File: config.mk
export PLATFORM = sky130hd
export DESIGN_NAME = regfile_wb_arbiter
export DESIGN_NICKNAME = d
export VERILOG_FILES = /design/src/rtl/regfile_pkg.sv /design/src/rtl/regfile_wb_arbiter_rr_arb2.sv /design/src/rtl/regfile_wb_arbiter.sv
export SDC_FILE = /design/constraint.sdc
export NUM_CORES = 1
export LEC_CHECK = 0
export ABC_CLOCK_PERIOD_IN_PS = 6200
export CAP_MARGIN = 20
export CELL_PAD_IN_SITES_DETAIL_PLACEMENT = 2
export CELL_PAD_IN_SITES_GLOBAL_PLACEMENT = 2
export CORE_MARGIN = 2
export CORE_UTILIZATION = 24
export CTS_CLUSTER_DIAMETER = 120
export DETAILED_ROUTE_END_ITERATION = 10
export PLACE_DENSITY_LB_ADDON = 0.25
export SLEW_MARGIN = 30
export SYNTH_ARGS = -nofsm -noshare
export SYNTH_HDL_FRONTEND = slang
export SYNTH_SLANG_ARGS = --single-unit
File: constraint.sdc
create_clock -name clk -period 6.2 [get_ports clk]
set_input_delay 1.24 -clock clk [delete_from_list [all_inputs] [get_ports clk]]
set_output_delay 1.24 -clock clk [all_outputs]
set_load 0.02 [all_outputs]
File: src/rtl/regfile_pkg.sv
// Shared constants and FSM state type for the register file and its writeback logic.
package regfile_pkg;
    localparam int unsigned DW   = 64;
    localparam int unsigned AW   = 5;
    localparam int unsigned NREG = 32;

    typedef enum logic {
        CLEAR = 1'b0,
        RUN   = 1'b1
    } state_t;
endpackage

File: src/rtl/regfile_wb_arbiter_rr_arb2.sv
// Two-requester round-robin grant; after any grant the loser gets priority next time.
module rr_arb2 (
    input  logic clk,
    input  logic rst,
    input  logic i_en,
    input  logic i_req_a,
    input  logic i_req_b,
    output logic o_gnt_a,
    output logic o_gnt_b
);
    logic r_ptr_b;
    logic w_gnt_a;
    logic w_gnt_b;

    // r_ptr_b = 1 means B wins a tie
    assign w_gnt_a = i_en & i_req_a & (~i_req_b | ~r_ptr_b);
    assign w_gnt_b = i_en & i_req_b & (~i_req_a |  r_ptr_b);

    assign o_gnt_a = w_gnt_a;
    assign o_gnt_b = w_gnt_b;

    always_ff @(posedge clk or posedge rst) begin
        if (rst) begin
            r_ptr_b <= 1'b0;
        end else if (w_gnt_a) begin
            r_ptr_b <= 1'b1;
        end else if (w_gnt_b) begin
            r_ptr_b <= 1'b0;
        end
    end
endmodule

File: src/rtl/regfile_wb_arbiter.sv
// Register-file write port arbiter: clears every register after reset or init_req,
// then merges ALU (A) and load (B) writebacks round-robin with one write per cycle.
module regfile_wb_arbiter
    import regfile_pkg::*;
#(
    parameter int unsigned DW       = regfile_pkg::DW,
    parameter int unsigned AW       = regfile_pkg::AW,
    parameter int unsigned ZERO_REG = 1
) (
    input  logic          clk,
    input  logic          reset,
    input  logic          a_valid,
    output logic          a_ready,
    input  logic [AW-1:0] a_addr,
    input  logic [DW-1:0] a_data,
    input  logic          b_valid,
    output logic          b_ready,
    input  logic [AW-1:0] b_addr,
    input  logic [DW-1:0] b_data,
    input  logic          init_req,
    output logic          busy,
    output logic          W_En,
    output logic [AW-1:0] W_Addr,
    output logic [DW-1:0] WR
);
    state_t        r_state;
    logic [AW:0]   r_cnt;
    logic          r_wen;
    logic [AW-1:0] r_waddr;
    logic [DW-1:0] r_wdata;

    logic          w_run;
    logic          w_gnt_a;
    logic          w_gnt_b;
    logic          w_hs;
    logic [AW-1:0] w_addr;
    logic [DW-1:0] w_data;
    logic          w_zero_hit;

    assign w_run = (r_state == RUN) && !init_req;

    rr_arb2 u_arb (
        .clk     (clk),
        .rst     (reset),
        .i_en    (w_run),
        .i_req_a (a_valid),
        .i_req_b (b_valid),
        .o_gnt_a (w_gnt_a),
        .o_gnt_b (w_gnt_b)
    );

    assign a_ready    = w_gnt_a;
    assign b_ready    = w_gnt_b;
    assign busy       = (r_state == CLEAR);
    assign w_hs       = w_gnt_a | w_gnt_b;
    assign w_addr     = w_gnt_a ? a_addr : b_addr;
    assign w_data     = w_gnt_a ? a_data : b_data;
    assign w_zero_hit = (ZERO_REG != 0) && (w_addr == '0);

    // The extra counter bit marks the idle cycle between the last sweep write and RUN,
    // so busy covers every sweep write seen on the port.
    always_ff @(posedge clk or posedge reset) begin
        if (reset) begin
            r_state <= CLEAR;
            r_cnt   <= '0;
            r_wen   <= 1'b0;
            r_waddr <= '0;
            r_wdata <= '0;
        end else begin
            case (r_state)
                CLEAR: begin
                    if (init_req) begin
                        r_cnt <= '0;
                        r_wen <= 1'b0;
                    end else if (!r_cnt[AW]) begin
                        r_wen   <= 1'b1;
                        r_waddr <= r_cnt[AW-1:0];
                        r_wdata <= '0;
                        r_cnt   <= r_cnt + 1'b1;
                    end else begin
                        r_wen   <= 1'b0;
                        r_state <= RUN;
                    end
                end
                RUN: begin
                    if (init_req) begin
                        r_state <= CLEAR;
                        r_cnt   <= '0;
                        r_wen   <= 1'b0;
                    end else if (w_hs && !w_zero_hit) begin
                        r_wen   <= 1'b1;
                        r_waddr <= w_addr;
                        r_wdata <= w_data;
                    end else begin
                        r_wen <= 1'b0;
                    end
                end
                default: begin
                    r_state <= CLEAR;
                    r_cnt   <= '0;
                    r_wen   <= 1'b0;
                end
            endcase
        end
    end

    assign W_En   = r_wen;
    assign W_Addr = r_waddr;
    assign WR     = r_wdata;
endmodule

==> flow_summary.json, run 1 <==
{
  "status": "completed",
  "grtUsageMet3": 0.0396,
  "cts_setup_buffers": 0,
  "drtIter0Drc": 125,
  "yosysWarnings": 0,
  "clk_root_buffer_cell": "clkbuf_16",
  "top_usage_layer": "met2",
  "p_leak_nw": 2.65,
  "synthCells": 519,
  "post-route-period-util": 0.688,
  "floorplan.initialDensity": 0.245,
  "hold_class": "reg2reg",
  "vias": 4608,
  "synth_cell_types": 32,
  "via_per_inst": 4.91,
  "dieWidth_um": 140,
  "clkSinkCount": 78,
  "maxCapViolCount": 0,
  "skew_ns": 0.00561,
  "cts_hold_buf": 0,
  "setup_viol": 0,
  "areaGrowthSynthToFinish_pct": 58.7,
  "yosysSeqAreaShare": 0.442,
  "portBuffers": 215,
  "fmax_mhz": 234,
  "place_congestion": 0.753,
  "coreArea_mm2": 0.0180,
  "start_kind": "input port",
  "die_area_mm2": 0.0195,
  "clk_pin_slew_worst_paths_ns": 0.06,
  "drc": 0,
  "core.rowCount": 49,
  "p_per_area_mw_per_mm2": 181,
  "synth_area_mm2": 0.00441,
  "overflow": 0,
  "final_common_cell": "clkdlybuf4s50_1",
  "diodes": 0,
  "cts-htree-levels": 3,
  "syn_area_per_cell_um2": 8.50,
  "peakVddDrop_mv": 0.123,
  "wl_um": 18300,
  "synth_fp_nets": 663,
  "grt_usage": 0.189,
  "grt_antenna_before_repair": 0,
  "cts_tree": "yes",
  "worst_pin_slew_ns": 0.827,
  "synth_seq_cells": 78,
  "postRouteAntennaNets": 0,
  "drtPass1Iterations": 4,
  "final_core_util": 0.389,
  "dpl.hpwl_um": 12800,
  "crit_required_ns": 4.96,
  "critical_path.endpoint_type": "output pin",
  "period_minus_slack_ns": 4.27,
  "mostFrequentLayoutCells": "clkdlybuf4s50_1 (215), nand2_1 (138), a21oi_1 (130), dfrtp_1 (77), mux2i_1 (64)",
  "crit_arrival_ns": 3.03,
  "grt_pass1_vias": 5175,
  "slew_headroom": 0.448,
  "slew_violations": 0,
  "clockBufferDepth": 2,
  "grt_pass1_wl_um": 29100,
  "die_y_um": 140,
  "grt_max_degree": 70,
  "cts_resized": 0,
  "use_met2": 0.324,
  "rsz0062_at_grt": "no",
  "nets": 849,
  "path_max_fanout": 11,
  "path_class": "in2out",
  "drive_gt1_frac": 0.0493,
  "wl_per_cell_um": 19.5,
  "clkLatencyLatePin_ns": 0.34,
  "cts-buffers-inserted": 9,
  "dp_cells": 923,
  "finalSetupTns_ns": 0,
  "instances_no_fill": 939,
  "final_hold_viol_count": 0,
  "use_met1": 0.233,
  "pin_count": 216
}
## report_power, final
part           switching (mW)  internal (mW)
clock                   0.222          0.375
sequential            0.00493          0.514
combinational          0.0596         0.0894
total                   0.286          0.978
## Yosys cell counts
master / number / area share
nand2_1: 139 / 0.12
a21oi_1: 130 / 0.15
dfrtp_1: 78 / 0.44
mux2i_1: 64 / 0.15
clkbuf_1: 30 / 0.026
nor2_1: 13 / 0.011
buf_6: 8 / 0.020
o21ai_0: 8 / 0.0091
and3_1: 6 / 0.0085
nand3_1: 5 / 0.0057
o32ai_1: 5 / 0.0099
buf_2: 4 / 0.0045
buf_1: 3 / 0.0026
buf_4: 3 / 0.0051
inv_1: 3 / 0.0026
xor2_1: 3 / 0.0060
and2_1: 2 / 0.0028
a211oi_2: 1 / 0.0028
a41oi_1: 1 / 0.0020
and3b_1: 1 / 0.0020
ha_1: 1 / 0.0028
inv_2: 1 / 0.00085
nand2_2: 1 / 0.0014
nand2b_1: 1 / 0.0014
nand3b_4: 1 / 0.0045
nand4_1: 1 / 0.0014
nor2b_1: 1 / 0.0014
nor4_4: 1 / 0.0048
or3_1: 1 / 0.0014
or4_1: 1 / 0.0017
or4_4: 1 / 0.0026
xnor2_1: 1 / 0.0020
## cells by family (layout without fill, tap and decap cells)
family | after synthesis | count (layout) | synth area share
adders and majority gates | 1 | 1 | 0.00283
DFF | 78 | 78 | 0.442
xor gates and xnor gates | 4 | 4 | 0.00794
muxes | 64 | 64 | 0.145
buffers and inverters | 52 | 243 | 0.0615
AOI/OAI and AO/OA | 145 | 145 | 0.171
and+or+nand+nor | 175 | 175 | 0.169
## sequential cells by signal, summed over array words and instances (netlist names)
register       flops
WR                64
W_Addr             5
W_En               1
r_cnt              6
r_state            1
u_arb.r_ptr_b      1
## layout make-up
| class | count | area (um^2) |
|---|---|---|
| Multi-Input combinational cell | 389 | 2200 |
| Sequential cell | 78 | 1950 |
| Clock buffer | 11 | 253 |
| Timing Repair Buffer | 223 | 2210 |
| Clock inverter | 5 | 81.3 |
| Fill cell | 2023 | 11000 |
| Tap cell | 229 | 287 |
| Inverter | 4 | 16.3 |
## metrics by stage
step / hold WS, ns / area [um^2] / setup slack [ns] / total power, mW
2_1_floorplan: 0.492 / 4410 / 2.92 / 0.564
3_3_place_gp: 0.510 / 6670 / 2.01 / 0.675
3_5_place_dp: 0.518 / 6670 / 1.94 / 0.679
4_1_cts: 0.534 / 7000 / 1.92 / 1.28
5_1_grt: 0.547 / 7000 / 1.85 / 1.32
6_report: 0.527 / 7000 / 1.93 / 1.26
## worst max-delay path: stages
cell             delay (ns)
clkdlybuf4s50_1        0.64
and3b_2                0.35
nand2_2                0.08
inv_2                  0.10
clkdlybuf4s50_1        0.61
## metal layers
layer	vias to the layer above	routed length (um)	part of all wire
li1	2142	-	-
met2	124	9280	0.51
met4	0	464	0.025
met1	2316	7690	0.42
met3	26	866	0.047
met5	-	0	0
## worst paths after layout
kind | startpoint | to | slack (ns) | cells after the start
hold / removal | WR[33] | WR[33] | 0.53 | 2
setup / recovery | init_req | a_ready | 1.93 | 5
setup reg to reg | r_state | WR[31] | 3.13 | 5
hold reg to reg | WR[33] | WR[33] | 0.53 | 2
min in group asynchronous | reset | WR[22] | 1.34 | 2
max in group asynchronous | reset | r_state | 3.83 | 3
No activity file was read; power rests on OpenSTA's default activity.
==> run 2, diff against run 1 <==
Settings changed: ABC_CLOCK_PERIOD_IN_PS 6200 to 4100, CORE_UTILIZATION 24 to 22.
Clock period 6.2 ns to 4.1 ns, I/O delays scaled along.
==> run 2 against run 1 <==
  * Register-to-register slack got worse by 1.8 ns
  * Clock power increased by 50%
  * Count of clock-buffer cells in the layout decreased by 1
  * Worst hold slack got worse by 0.0024 ns
  * Design area increased by 0.79%
  * Clock skew increased by 0.0021 ns
  * Sequential power increased by 51%
  * Combinational power increased by 52%
  * Flip-flop and latch count unchanged
  * Critical path type unchanged
  * Largest cell class unchanged
==> flow_summary.json, run 2 (synthesis gave the netlist of run 1 again) <==
{
  "critPathMostFrequentCell": "clkdlybuf4s50_1",
  "hold_depth": 2,
  "worst_pin_slew_ns": 0.805,
  "placed_cell_area_mm2": 0.00673,
  "wl_per_cell_um": 18.3,
  "worst-r2r-cell-count": 5,
  "postRouteAntennaNets": 0,
  "grt_max_degree": 71,
  "period_minus_slack_ns": 3.41,
  "worstHoldStart": "WR[25]",
  "maxCapViolCount": 0,
  "wl_met3_um": 950,
  "cp_cell_sequence": "clkdlybuf4s50_1 -> and3b_2 -> nand2_2 -> inv_2 -> clkdlybuf4s50_1",
  "p_int_mw": 1.47,
  "p_leak_nw": 2.65,
  "path_max_fanout": 11,
  "rsz0062_at_grt": "no",
  "mostFrequentLayoutCells": "clkdlybuf4s50_1 (215), nand2_1 (138), a21oi_1 (130), dfrtp_1 (77), mux2i_1 (64)",
  "start_kind": "input port",
  "rr_endpoint": "WR[61]",
  "slew_violations": 0,
  "combinationalPowerShare": 0.119,
  "clk_root_buffer_cell": "clkbuf_16",
  "cts_setup_buffers": 0,
  "grt_usage": 0.170,
  "peakVddDrop_mv": 0.156,
  "final_common_cell": "clkdlybuf4s50_1",
  "stdcell_area_mm2": 0.00706,
  "vias": 4517,
  "pin_count": 216,
  "clockBufferDepth": 2,
  "fmax_mhz": 293,
  "slew_headroom": 0.463,
  "die_area_mm2": 0.0212,
  "coreArea_mm2": 0.0196,
  "pwr-share-seq": 0.412,
  "slowest_delay_ns": 0.62,
  "rr_startpoint": "r_state",
  "via_per_inst": 4.63,
  "crit_slowest_cell": "clkdlybuf4s50_1",
  "floorplan.initialDensity": 0.225,
  "clkSinkCount": 78,
  "final_hold_viol_count": 0,
  "areaGrowthSynthToFinish_pct": 60.0,
  "grt_antenna_before_repair": 0,
  "p_per_area_mw_per_mm2": 270,
  "drc": 0,
  "dr.max_layer_used": "met4",
  "status": "completed",
  "worstHoldEndpoint": "WR[25]",
  "dieWidth_um": 146,
  "cts-htree-levels": 3,
  "skew_ns": 0.00767,
  "place_congestion": 0.766,
  "largest_reg_flops": 64,
  "overflow": 0,
  "drt-met1-wl_um": 7660,
  "cts_hold_buf": 0,
  "grt_pass1_wl_um": 28700,
  "crit_arrival_ns": 2.59,
  "drtPass1Iterations": 4,
  "met2WireLength_um": 8990,
  "nets": 849,
  "drtIter0Drc": 176,
  "cts-buffers-inserted": 9,
  "portBuffers": 215,
  "critical_path.endpoint_type": "output pin",
  "clk_pin_slew_worst_paths_ns": 0.06,
  "grt_pass1_vias": 5142,
  "fillCellCount": 2207,
  "finalSetupTns_ns": 0,
  "cts_tree": "yes",
  "clkLatencyLatePin_ns": 0.34,
  "crit_required_ns": 3.28,
  "drive_gt1_frac": 0.0493,
  "switching_share": 0.229,
  "diodes": 0,
  "reg2reg_slack_ns": 1.36,
  "setup_viol": 0,
  "p_clk_frac": 0.469,
  "p_switching_mw": 0.437,
  "core.rowCount": 51,
  "path_class": "in2out",
  "post-route-period-util": 0.832,
  "dpl.hpwl_um": 12300,
  "wl_um": 17800,
  "hold_class": "reg2reg",
  "die_y_um": 146,
  "cts_resized": 0
}
-- run 2: final cells by class --
class | instances | area [um^2] | area share
multi-input cells | 389 | 2200 | 0.312
clock buffers | 10 | 239 | 0.0339
well taps | 265 | 332 | 0.0470
flip-flops and latches | 78 | 1950 | 0.277
repair buffers | 223 | 2220 | 0.315
clock inverters | 6 | 92.6 | 0.0131
inverters | 4 | 16.3 | 0.00230
-- run 2: per-stage QoR --
step | setup slack [ns] | total power [mW] | hold slack (ns) | std cells | utilization
finish | 0.688 | 1.90 | 0.525 | 975 | 0.360
floorplan | 1.28 | 0.852 | 0.492 | 519 | -
detailed placement | 0.695 | 1.03 | 0.520 | 959 | 0.343
CTS | 0.677 | 1.95 | 0.533 | 975 | 0.360
global placement | 0.742 | 1.02 | 0.510 | 959 | 0.343
global route | 0.580 | 1.98 | 0.544 | 975 | 0.360
-- run 2: worst max path at each step --
stage | slack, ns | depth (start not counted) | end | start
2_1_floorplan | 1.28 | 1 | WR[0] | reset
3_3_place_gp | 0.74 | 5 | a_ready | init_req
5_1_grt | 0.58 | 5 | b_ready | init_req
4_1_cts | 0.68 | 5 | a_ready | init_req
6_report | 0.69 | 5 | a_ready | init_req
3_5_place_dp | 0.69 | 5 | a_ready | init_req
-- run 2: power by group through the flow --
stage | Combinational, mW | Sequential [mW] | Clock, mW
2_1_floorplan | 0.0514 | 0.801 | 0
3_3_place_gp | 0.226 | 0.798 | 0
3_5_place_dp | 0.229 | 0.799 | 0
4_1_cts | 0.231 | 0.785 | 0.929
5_1_grt | 0.245 | 0.785 | 0.950
6_report | 0.226 | 0.785 | 0.893
-- run 2: worst max-delay path: cells and delay by family --
family,cells,cell delay [ns]
buffers and inverters,3,1.33
AND/OR/NAND/NOR,2,0.43
-- run 2: per-layer routing --
metal	up-vias	GRT usage
li1	2139	-
met1	2246	0.208
met2	120	0.297
met3	12	0.0408
met4	0	0.0490
met5	-	0
